<file path="src/rtl/alu_decode_issue_if.sv">
// Handshake and bus bundle for the decode/issue stage.
//   instr_valid/instr_ready/instr : instruction word handshake (producer -> stage)
//   wb_valid/wb_rd/wb_data        : register writeback from the ALU result path
//   issue_valid/issue_ready       : issue slot handshake (stage -> ALU)
//   RS1/RS2/Funct3/Funct7/opcode/Imm_reg/Shamt/issue_rd : decoded bundle
//   illegal                       : one-cycle pulse per consumed unsupported word
interface alu_decode_issue_if #(
  parameter int unsigned WIDTH = 32
);
  logic             instr_valid;
  logic             instr_ready;
  logic [31:0]      instr;
  logic             wb_valid;
  logic [4:0]       wb_rd;
  logic [WIDTH-1:0] wb_data;
  logic             issue_valid;
  logic             issue_ready;
  logic [WIDTH-1:0] RS1;
  logic [WIDTH-1:0] RS2;
  logic [2:0]       Funct3;
  logic [6:0]       Funct7;
  logic [6:0]       opcode;
  logic [11:0]      Imm_reg;
  logic [4:0]       Shamt;
  logic [4:0]       issue_rd;
  logic             illegal;

  modport master (
    output instr_valid, instr, wb_valid, wb_rd, wb_data, issue_ready,
    input  instr_ready, issue_valid, RS1, RS2, Funct3, Funct7, opcode,
           Imm_reg, Shamt, issue_rd, illegal
  );

  modport slave (
    input  instr_valid, instr, wb_valid, wb_rd, wb_data, issue_ready,
    output instr_ready, issue_valid, RS1, RS2, Funct3, Funct7, opcode,
           Imm_reg, Shamt, issue_rd, illegal
  );
endinterface

</file>
<file path="src/rtl/alu_decode_issue.sv">
// Decode/issue stage for the integer ALU.
// Decodes RV32I R-type and I-type ALU words, reads operands from an internal
// register file (with writeback bypass), tracks pending destinations with busy
// bits and holds one registered issue slot.
//   clk : clock
//   rst : asynchronous reset, active low
//   bus : alu_decode_issue_if.slave (instruction, writeback and issue signals)
module alu_decode_issue #(
  parameter int unsigned WIDTH = 32,
  parameter int unsigned NREGS = 32
) (
  input logic              clk,
  input logic              rst,
  alu_decode_issue_if.slave bus
);

  typedef enum logic {
    SLOT_EMPTY,
    SLOT_FULL
  } slot_e;

  localparam logic [6:0] OP_R = 7'b0110011;
  localparam logic [6:0] OP_I = 7'b0010011;

  slot_e            state_q, state_d;
  logic [WIDTH-1:0] rs1_q, rs1_d;
  logic [WIDTH-1:0] rs2_q, rs2_d;
  logic [2:0]       funct3_q, funct3_d;
  logic [6:0]       funct7_q, funct7_d;
  logic [6:0]       opcode_q, opcode_d;
  logic [11:0]      imm_q, imm_d;
  logic [4:0]       shamt_q, shamt_d;
  logic [4:0]       rd_q, rd_d;
  logic             illegal_q, illegal_d;
  logic [NREGS-1:0] busy_q, busy_d;
  logic [WIDTH-1:0] rf_q [NREGS];
  logic [WIDTH-1:0] rf_d [NREGS];

  logic [6:0] op, f7;
  logic [2:0] f3;
  logic [4:0] rd, src1, src2;
  logic       is_r, is_i, legal;
  logic [NREGS-1:0] busy_live;
  logic       hazard, slot_free, instr_ready, accept;
  logic [WIDTH-1:0] src1_val, src2_val;

  assign op   = bus.instr[6:0];
  assign rd   = bus.instr[11:7];
  assign f3   = bus.instr[14:12];
  assign src1 = bus.instr[19:15];
  assign src2 = bus.instr[24:20];
  assign f7   = bus.instr[31:25];
  assign is_r = (op == OP_R);
  assign is_i = (op == OP_I);

  always_comb begin
    legal = 1'b0;
    if (is_r) begin
      legal = (f7 == 7'b0000000) || (f7 == 7'b0100000);
    end else if (is_i) begin
      case (f3)
        3'b001:  legal = (f7 == 7'b0000000);
        3'b101:  legal = (f7 == 7'b0000000) || (f7 == 7'b0100000);
        default: legal = 1'b1;
      endcase
    end
  end

  // A writeback landing this cycle releases its busy bit for the hazard check.
  always_comb begin
    busy_live = busy_q;
    if (bus.wb_valid) busy_live[bus.wb_rd] = 1'b0;
  end

  assign hazard      = busy_live[src1] | (is_r & busy_live[src2]) | busy_live[rd];
  assign slot_free   = (state_q == SLOT_EMPTY) | bus.issue_ready;
  assign instr_ready = slot_free & (~legal | ~hazard);
  assign accept      = bus.instr_valid & instr_ready;

  always_comb begin
    src1_val = rf_q[src1];
    if (src1 == '0) src1_val = '0;
    else if (bus.wb_valid && bus.wb_rd == src1) src1_val = bus.wb_data;
    src2_val = rf_q[src2];
    if (src2 == '0) src2_val = '0;
    else if (bus.wb_valid && bus.wb_rd == src2) src2_val = bus.wb_data;
  end

  always_comb begin
    state_d   = state_q;
    rs1_d     = rs1_q;
    rs2_d     = rs2_q;
    funct3_d  = funct3_q;
    funct7_d  = funct7_q;
    opcode_d  = opcode_q;
    imm_d     = imm_q;
    shamt_d   = shamt_q;
    rd_d      = rd_q;
    illegal_d = 1'b0;
    busy_d    = busy_live;
    rf_d      = rf_q;

    if (bus.wb_valid && bus.wb_rd != '0) rf_d[bus.wb_rd] = bus.wb_data;

    if (state_q == SLOT_FULL && bus.issue_ready) state_d = SLOT_EMPTY;

    if (accept) begin
      if (legal) begin
        state_d  = SLOT_FULL;
        rs1_d    = src1_val;
        rs2_d    = is_r ? src2_val : '0;
        funct3_d = f3;
        funct7_d = f7;
        opcode_d = op;
        imm_d    = bus.instr[31:20];
        shamt_d  = bus.instr[24:20];
        rd_d     = rd;
        // Set after the writeback clear so a same-index set wins.
        if (rd != '0) busy_d[rd] = 1'b1;
      end else begin
        illegal_d = 1'b1;
      end
    end
    busy_d[0] = 1'b0;
  end

  always_ff @(posedge clk or negedge rst) begin
    if (!rst) begin
      state_q   <= SLOT_EMPTY;
      rs1_q     <= '0;
      rs2_q     <= '0;
      funct3_q  <= '0;
      funct7_q  <= '0;
      opcode_q  <= '0;
      imm_q     <= '0;
      shamt_q   <= '0;
      rd_q      <= '0;
      illegal_q <= 1'b0;
      busy_q    <= '0;
      for (int unsigned i = 0; i < NREGS; i++) rf_q[i] <= '0;
    end else begin
      state_q   <= state_d;
      rs1_q     <= rs1_d;
      rs2_q     <= rs2_d;
      funct3_q  <= funct3_d;
      funct7_q  <= funct7_d;
      opcode_q  <= opcode_d;
      imm_q     <= imm_d;
      shamt_q   <= shamt_d;
      rd_q      <= rd_d;
      illegal_q <= illegal_d;
      busy_q    <= busy_d;
      rf_q      <= rf_d;
    end
  end

  assign bus.instr_ready = instr_ready;
  assign bus.issue_valid = (state_q == SLOT_FULL);
  assign bus.RS1         = rs1_q;
  assign bus.RS2         = rs2_q;
  assign bus.Funct3      = funct3_q;
  assign bus.Funct7      = funct7_q;
  assign bus.opcode      = opcode_q;
  assign bus.Imm_reg     = imm_q;
  assign bus.Shamt       = shamt_q;
  assign bus.issue_rd    = rd_q;
  assign bus.illegal     = illegal_q;

endmodule

</file>
<file path="src/flat_wrapper.sv">
// flat-port wrapper written by rule: the top's interface ports become plain ports
module alu_decode_issue_flat 
#(
  parameter int unsigned WIDTH = 32,
  parameter int unsigned NREGS = 32
)
  (clk, rst, bus_instr_valid, bus_instr, bus_wb_valid, bus_wb_rd, bus_wb_data, bus_issue_ready, bus_instr_ready, bus_issue_valid, bus_RS1, bus_RS2, bus_Funct3, bus_Funct7, bus_opcode, bus_Imm_reg, bus_Shamt, bus_issue_rd, bus_illegal);
  alu_decode_issue_if #(.WIDTH(WIDTH)) bus_i ();
  input logic clk;
  input logic rst;
  input wire logic [$bits(bus_i.instr_valid)-1:0] bus_instr_valid;
  input wire logic [$bits(bus_i.instr)-1:0] bus_instr;
  input wire logic [$bits(bus_i.wb_valid)-1:0] bus_wb_valid;
  input wire logic [$bits(bus_i.wb_rd)-1:0] bus_wb_rd;
  input wire logic [$bits(bus_i.wb_data)-1:0] bus_wb_data;
  input wire logic [$bits(bus_i.issue_ready)-1:0] bus_issue_ready;
  output wire logic [$bits(bus_i.instr_ready)-1:0] bus_instr_ready;
  output wire logic [$bits(bus_i.issue_valid)-1:0] bus_issue_valid;
  output wire logic [$bits(bus_i.RS1)-1:0] bus_RS1;
  output wire logic [$bits(bus_i.RS2)-1:0] bus_RS2;
  output wire logic [$bits(bus_i.Funct3)-1:0] bus_Funct3;
  output wire logic [$bits(bus_i.Funct7)-1:0] bus_Funct7;
  output wire logic [$bits(bus_i.opcode)-1:0] bus_opcode;
  output wire logic [$bits(bus_i.Imm_reg)-1:0] bus_Imm_reg;
  output wire logic [$bits(bus_i.Shamt)-1:0] bus_Shamt;
  output wire logic [$bits(bus_i.issue_rd)-1:0] bus_issue_rd;
  output wire logic [$bits(bus_i.illegal)-1:0] bus_illegal;
  assign bus_i.instr_valid = bus_instr_valid;
  assign bus_i.instr = bus_instr;
  assign bus_i.wb_valid = bus_wb_valid;
  assign bus_i.wb_rd = bus_wb_rd;
  assign bus_i.wb_data = bus_wb_data;
  assign bus_i.issue_ready = bus_issue_ready;
  assign bus_instr_ready = bus_i.instr_ready;
  assign bus_issue_valid = bus_i.issue_valid;
  assign bus_RS1 = bus_i.RS1;
  assign bus_RS2 = bus_i.RS2;
  assign bus_Funct3 = bus_i.Funct3;
  assign bus_Funct7 = bus_i.Funct7;
  assign bus_opcode = bus_i.opcode;
  assign bus_Imm_reg = bus_i.Imm_reg;
  assign bus_Shamt = bus_i.Shamt;
  assign bus_issue_rd = bus_i.issue_rd;
  assign bus_illegal = bus_i.illegal;
  alu_decode_issue #(.WIDTH(WIDTH), .NREGS(NREGS)) u_core (.clk(clk), .rst(rst), .bus(bus_i));
endmodule
</file>
<file path="config.mk">
export PLATFORM = sky130hd
export DESIGN_NAME = alu_decode_issue_flat
export DESIGN_NICKNAME = d
export VERILOG_FILES = /design/src/rtl/alu_decode_issue_if.sv /design/src/rtl/alu_decode_issue.sv /design/src/flat_wrapper.sv
export SDC_FILE = /design/constraint.sdc
export NUM_CORES = 2
export LEC_CHECK = 0
export ABC_CLOCK_PERIOD_IN_PS = 3530
export BUFFER_PORTS_ARGS = -buffer_cell sky130_fd_sc_hd__clkbuf_2
export CAP_MARGIN = 20
export CORE_ASPECT_RATIO = 2
export CORE_UTILIZATION = 63
export CTS_CLUSTER_SIZE = 8
export DETAILED_ROUTE_END_ITERATION = 10
export HOLD_SLACK_MARGIN = 0.1
export PLACE_DENSITY = 0.81
export SLEW_MARGIN = 5
export SYNTH_ARGS = -nofsm -noshare
export SYNTH_HDL_FRONTEND = slang
export SYNTH_SLANG_ARGS = --single-unit
</file>
<file path="constraint.sdc">
create_clock -name clk -period 3.53 [get_ports clk]
set_clock_uncertainty 0.2 [all_clocks]
set_input_delay 0.353 -clock clk [delete_from_list [all_inputs] [get_ports clk]]
set_output_delay 0.353 -clock clk [all_outputs]
set_load 0.05 [all_outputs]
</file>
==> key figures <==
Clock network
  • Skew-Pair Late Insertion Delay: 0.77 ns
  • CTS Buf Count: 161
  • Clock Pin Slew Worst Setup and Hold Paths: 0.06 ns
  • Root buffer cell: clkbuf_16
  • CTS tree: done
  • H-tree Lvls: 4
  • Clock net sink count: ~1,100
  • Max Root-Sink Buffers: 3

Power and ir drop
  • Sequential share of power: 44.6%
  • Internal power: between 20 and 30 mW
  • Combinational fraction of design power: 19.5%
  • P per Cell Area: roughly 550 mW/mm^2
  • Switching part of the total: between 20 and 30%
  • Worst VDD drop: 0.000478 V
  • P_leak: 30.7 nW
  • Psw: a little over 10 mW
  • Clock power share: 35.9%

Synthesis
  • Area contributors post-synth: dfrtp_1, mux4_2, mux2_2, mux2i_1, clkbuf_1
  • Distinct cell type count after synthesis: 57
  • Synth top cells by count: dfrtp_1, mux2_2, mux4_2
  • Prevailing post-synth register cell: dfrtp_1
  • Yosys reg bits: approximately 1,100
  • Synthesized Nets: around 4,200
  • Yosys warns: 0
  • Avg Cell Area, Syn: 14.7 um^2
  • Post-Syn Instances: 4,146
  • Most instantiated library cell after synthesis: dfrtp_1
  • Fraction of registers with async set/reset: 100%
  • Top cell type's share of synthesized area: 47.1%
  • Register area share after synthesis: 47.1%
  • Post-synth EDFFs: 0
  • Syn Std Cell Area: 0.0609 mm^2
  • Largest area contributor in the netlist: dfrtp_1

Finish
  • Largest register FFs: 1,024
  • Nets: about 4,400
  • Biggest register: u_core.rf_q
  • Area grow syn2layout: 14.4%
  • Ratio of cells with drive above 1 in the final layout: 52.1%

Worst setup path
  • Critical Path, Cell by Cell: buf_2, buf_6, dlygate4sd3_1, nor2_1, buf_4, nand2_1, o22ai_1, nor3_2, nand3_2, nor4b_4, buf_4, nand2_4, a21boi_4, buf_12
  • Largest delay share family, worst path: buffers and inverters
  • Worst-path fanout max: 6
  • CP required: 2.98 ns
  • Crit end category: output port
  • Startpoint Class: input pin
  • Worst r2r src: u_core.busy_q[26]
  • CP arrival: 2.90 ns
  • Most used cell, CP: buf_4
  • Crit path buffers/inverters: 6
  • Worst r2r dst: u_core.busy_q[30]
  • CP startpoint: bus_instr[7]
  • Worst R2R Path Depth: 14
  • CP peak stage delay: just under 0.6 ns
  • Crit path kind: in2out
  • CP max stage cell: dlygate4sd3_1
  • Setup slack, reg-to-reg: about 0.18 ns

Worst hold path
  • HP Class: in2reg
  • Hold endpoint: u_core.busy_q[24]
  • Hold_sp: bus_wb_rd[0]
  • Hold Crit Depth: 5

Placed design
  • Pre-CTS WS: -0.0758 ns
  • GP Congestion: 0.979
  • Port buffer count: between 150 and 200
  • HPWL Detailed: ~110 mm

Floorplanning
  • DIE WIDTH: approximately 220 um
  • Total die area: 0.0981 mm^2
  • Starting density of the core: 63.4%
  • CORE AREA: 0.0961 mm^2
  • I/O pin count: 180
  • Die height: between 400 and 500 um
  • Num rows: roughly 160

Run status
  • Status: finished, final reports clean

Global routing
  • Initial antenna violation count: 2
  • Total track usage: 40.1%
  • First-pass GRT wire length: 286 mm
  • Vias in the first global route: 44,500
  • GRT overflow: 0
  • Largest net degree at the start of global routing: 108

Flow run
  • Max Cap Viol: 0

Timing
  • Worst Max-Slew Pin Slew: 1.05 ns
  • RSZ-0062 raised after global routing: false
  • Final setup violation count: 0
  • Slew headroom: 29.8%
  • Period utilisation layout: 97.8%
  • Hold slack final: 0.114 ns
  • Worst setup margin: 0.0781 ns
  • Fmax: 290 MHz
  • Slew Viols, Final: 0
  • Final min period: 3.45 ns
  • Fin. Hold Viols: 0

Drt
  • WL/cell: 34.3 um
  • Initial drt markers: 4,356
  • Router iterations before antenna repair: 6
  • Avg Vias per Cell: approximately 7.5
  • Via Count: 41,600
  • Detailed-route DRC error count: 0
  • Post-route ant nets: 0
  • Routed wire length: ~190 mm
metrics by stage:
stage / utilization, % / cells / area [um^2] / setup TNS (ns) / power, mW
6_report: 72.6 / 5572 / 69700 / 0 / 38.6
5_1_grt: 72.6 / 5572 / 69700 / 0 / 39.8
4_1_cts: 72.4 / 5566 / 69500 / 0 / 38.6
3_5_place_dp: 67.0 / 5302 / 64300 / -2.16 / 24.6
3_3_place_gp: 67.0 / 5302 / 64300 / -2.40 / 24.1
2_1_floorplan: - / 4146 / 60900 / 0 / 22.4
layer usage:
layer  up-vias  track usage (%)  wire (um)
li1      16200                -          -
met1     22000             48.5      65400
met2      2537             63.5      92900
met3       902             8.82      16500
met4         2             29.7      16500
met5         -                0         10
timing repair:
action | 4_1_cts | 5_1_grt
hold endpoints to repair | 1001 | 0
pin swaps | 1 | 9
setup buffers | 2 | 4
hold buffers | 88 | 0
endpoints found under the setup margin | 1 | 6
gates cloned | 0 | 2
gates resized for setup | 7 | 35
how the worst max path moves through the flow:
stage	slack, ns	cells past startpoint	end
2_1_floorplan	0.12	11	bus_instr_ready
3_3_place_gp	-0.07	13	u_core.bus.RS1[18]
3_5_place_dp	-0.08	12	bus_instr_ready
4_1_cts	0.0008	11	bus_instr_ready
5_1_grt	0.01	12	bus_instr_ready
6_report	0.08	14	bus_instr_ready
power groups by stage:
stage / registers [mW] / logic [mW] / clock network (mW)
2_1_floorplan: 16.8 / 5.51 / 0
3_3_place_gp: 17.0 / 7.12 / 0
3_5_place_dp: 17.3 / 7.35 / 0
4_1_cts: 17.1 / 7.50 / 13.9
5_1_grt: 17.4 / 7.95 / 14.5
6_report: 17.2 / 7.51 / 13.9
placed cells by master (no fill, tap or decap), drive strengths merged, types with 43 or more instances in the layout:
cell type	instances
dfrtp	1148
mux2i	160
dlygate4sd3	85
mux2	1047
o21ai	93
nand2	176
nand3	43
mux4	549
clkbuf	338
a211oi	65
buf	262
nor2	100
logic make-up after synthesis:
| logic type | Yosys count | synth area share [%] |
|---|---|---|
| flops | 1148 | 47.1 |
| mux | 1756 | 42.6 |
| xor+xnor | 10 | 0.144 |
| simple gates | 393 | 2.90 |
| compound gates | 346 | 3.90 |
| buf+inv | 493 | 3.33 |
area by class of cell:
type / instances / area (um^2)
well taps: 1222 / 1530
fillers: 5828 / 26400
flip-flops and latches: 1148 / 28700
inverters: 5 / 20.0
repair buffers: 517 / 4690
clock inverters: 5 / 47.5
clock buffers: 169 / 4210
multi-input cells: 2505 / 30500
diodes: 1 / 2.50
tightest hold or removal path, stage by stage:
cell      delay [ns]
clkbuf_2        0.13
or2_1           0.22
o21ai_1         0.13
buf_4           0.15
o21ai_0         0.06
Power figures use the tool's default switching activity.
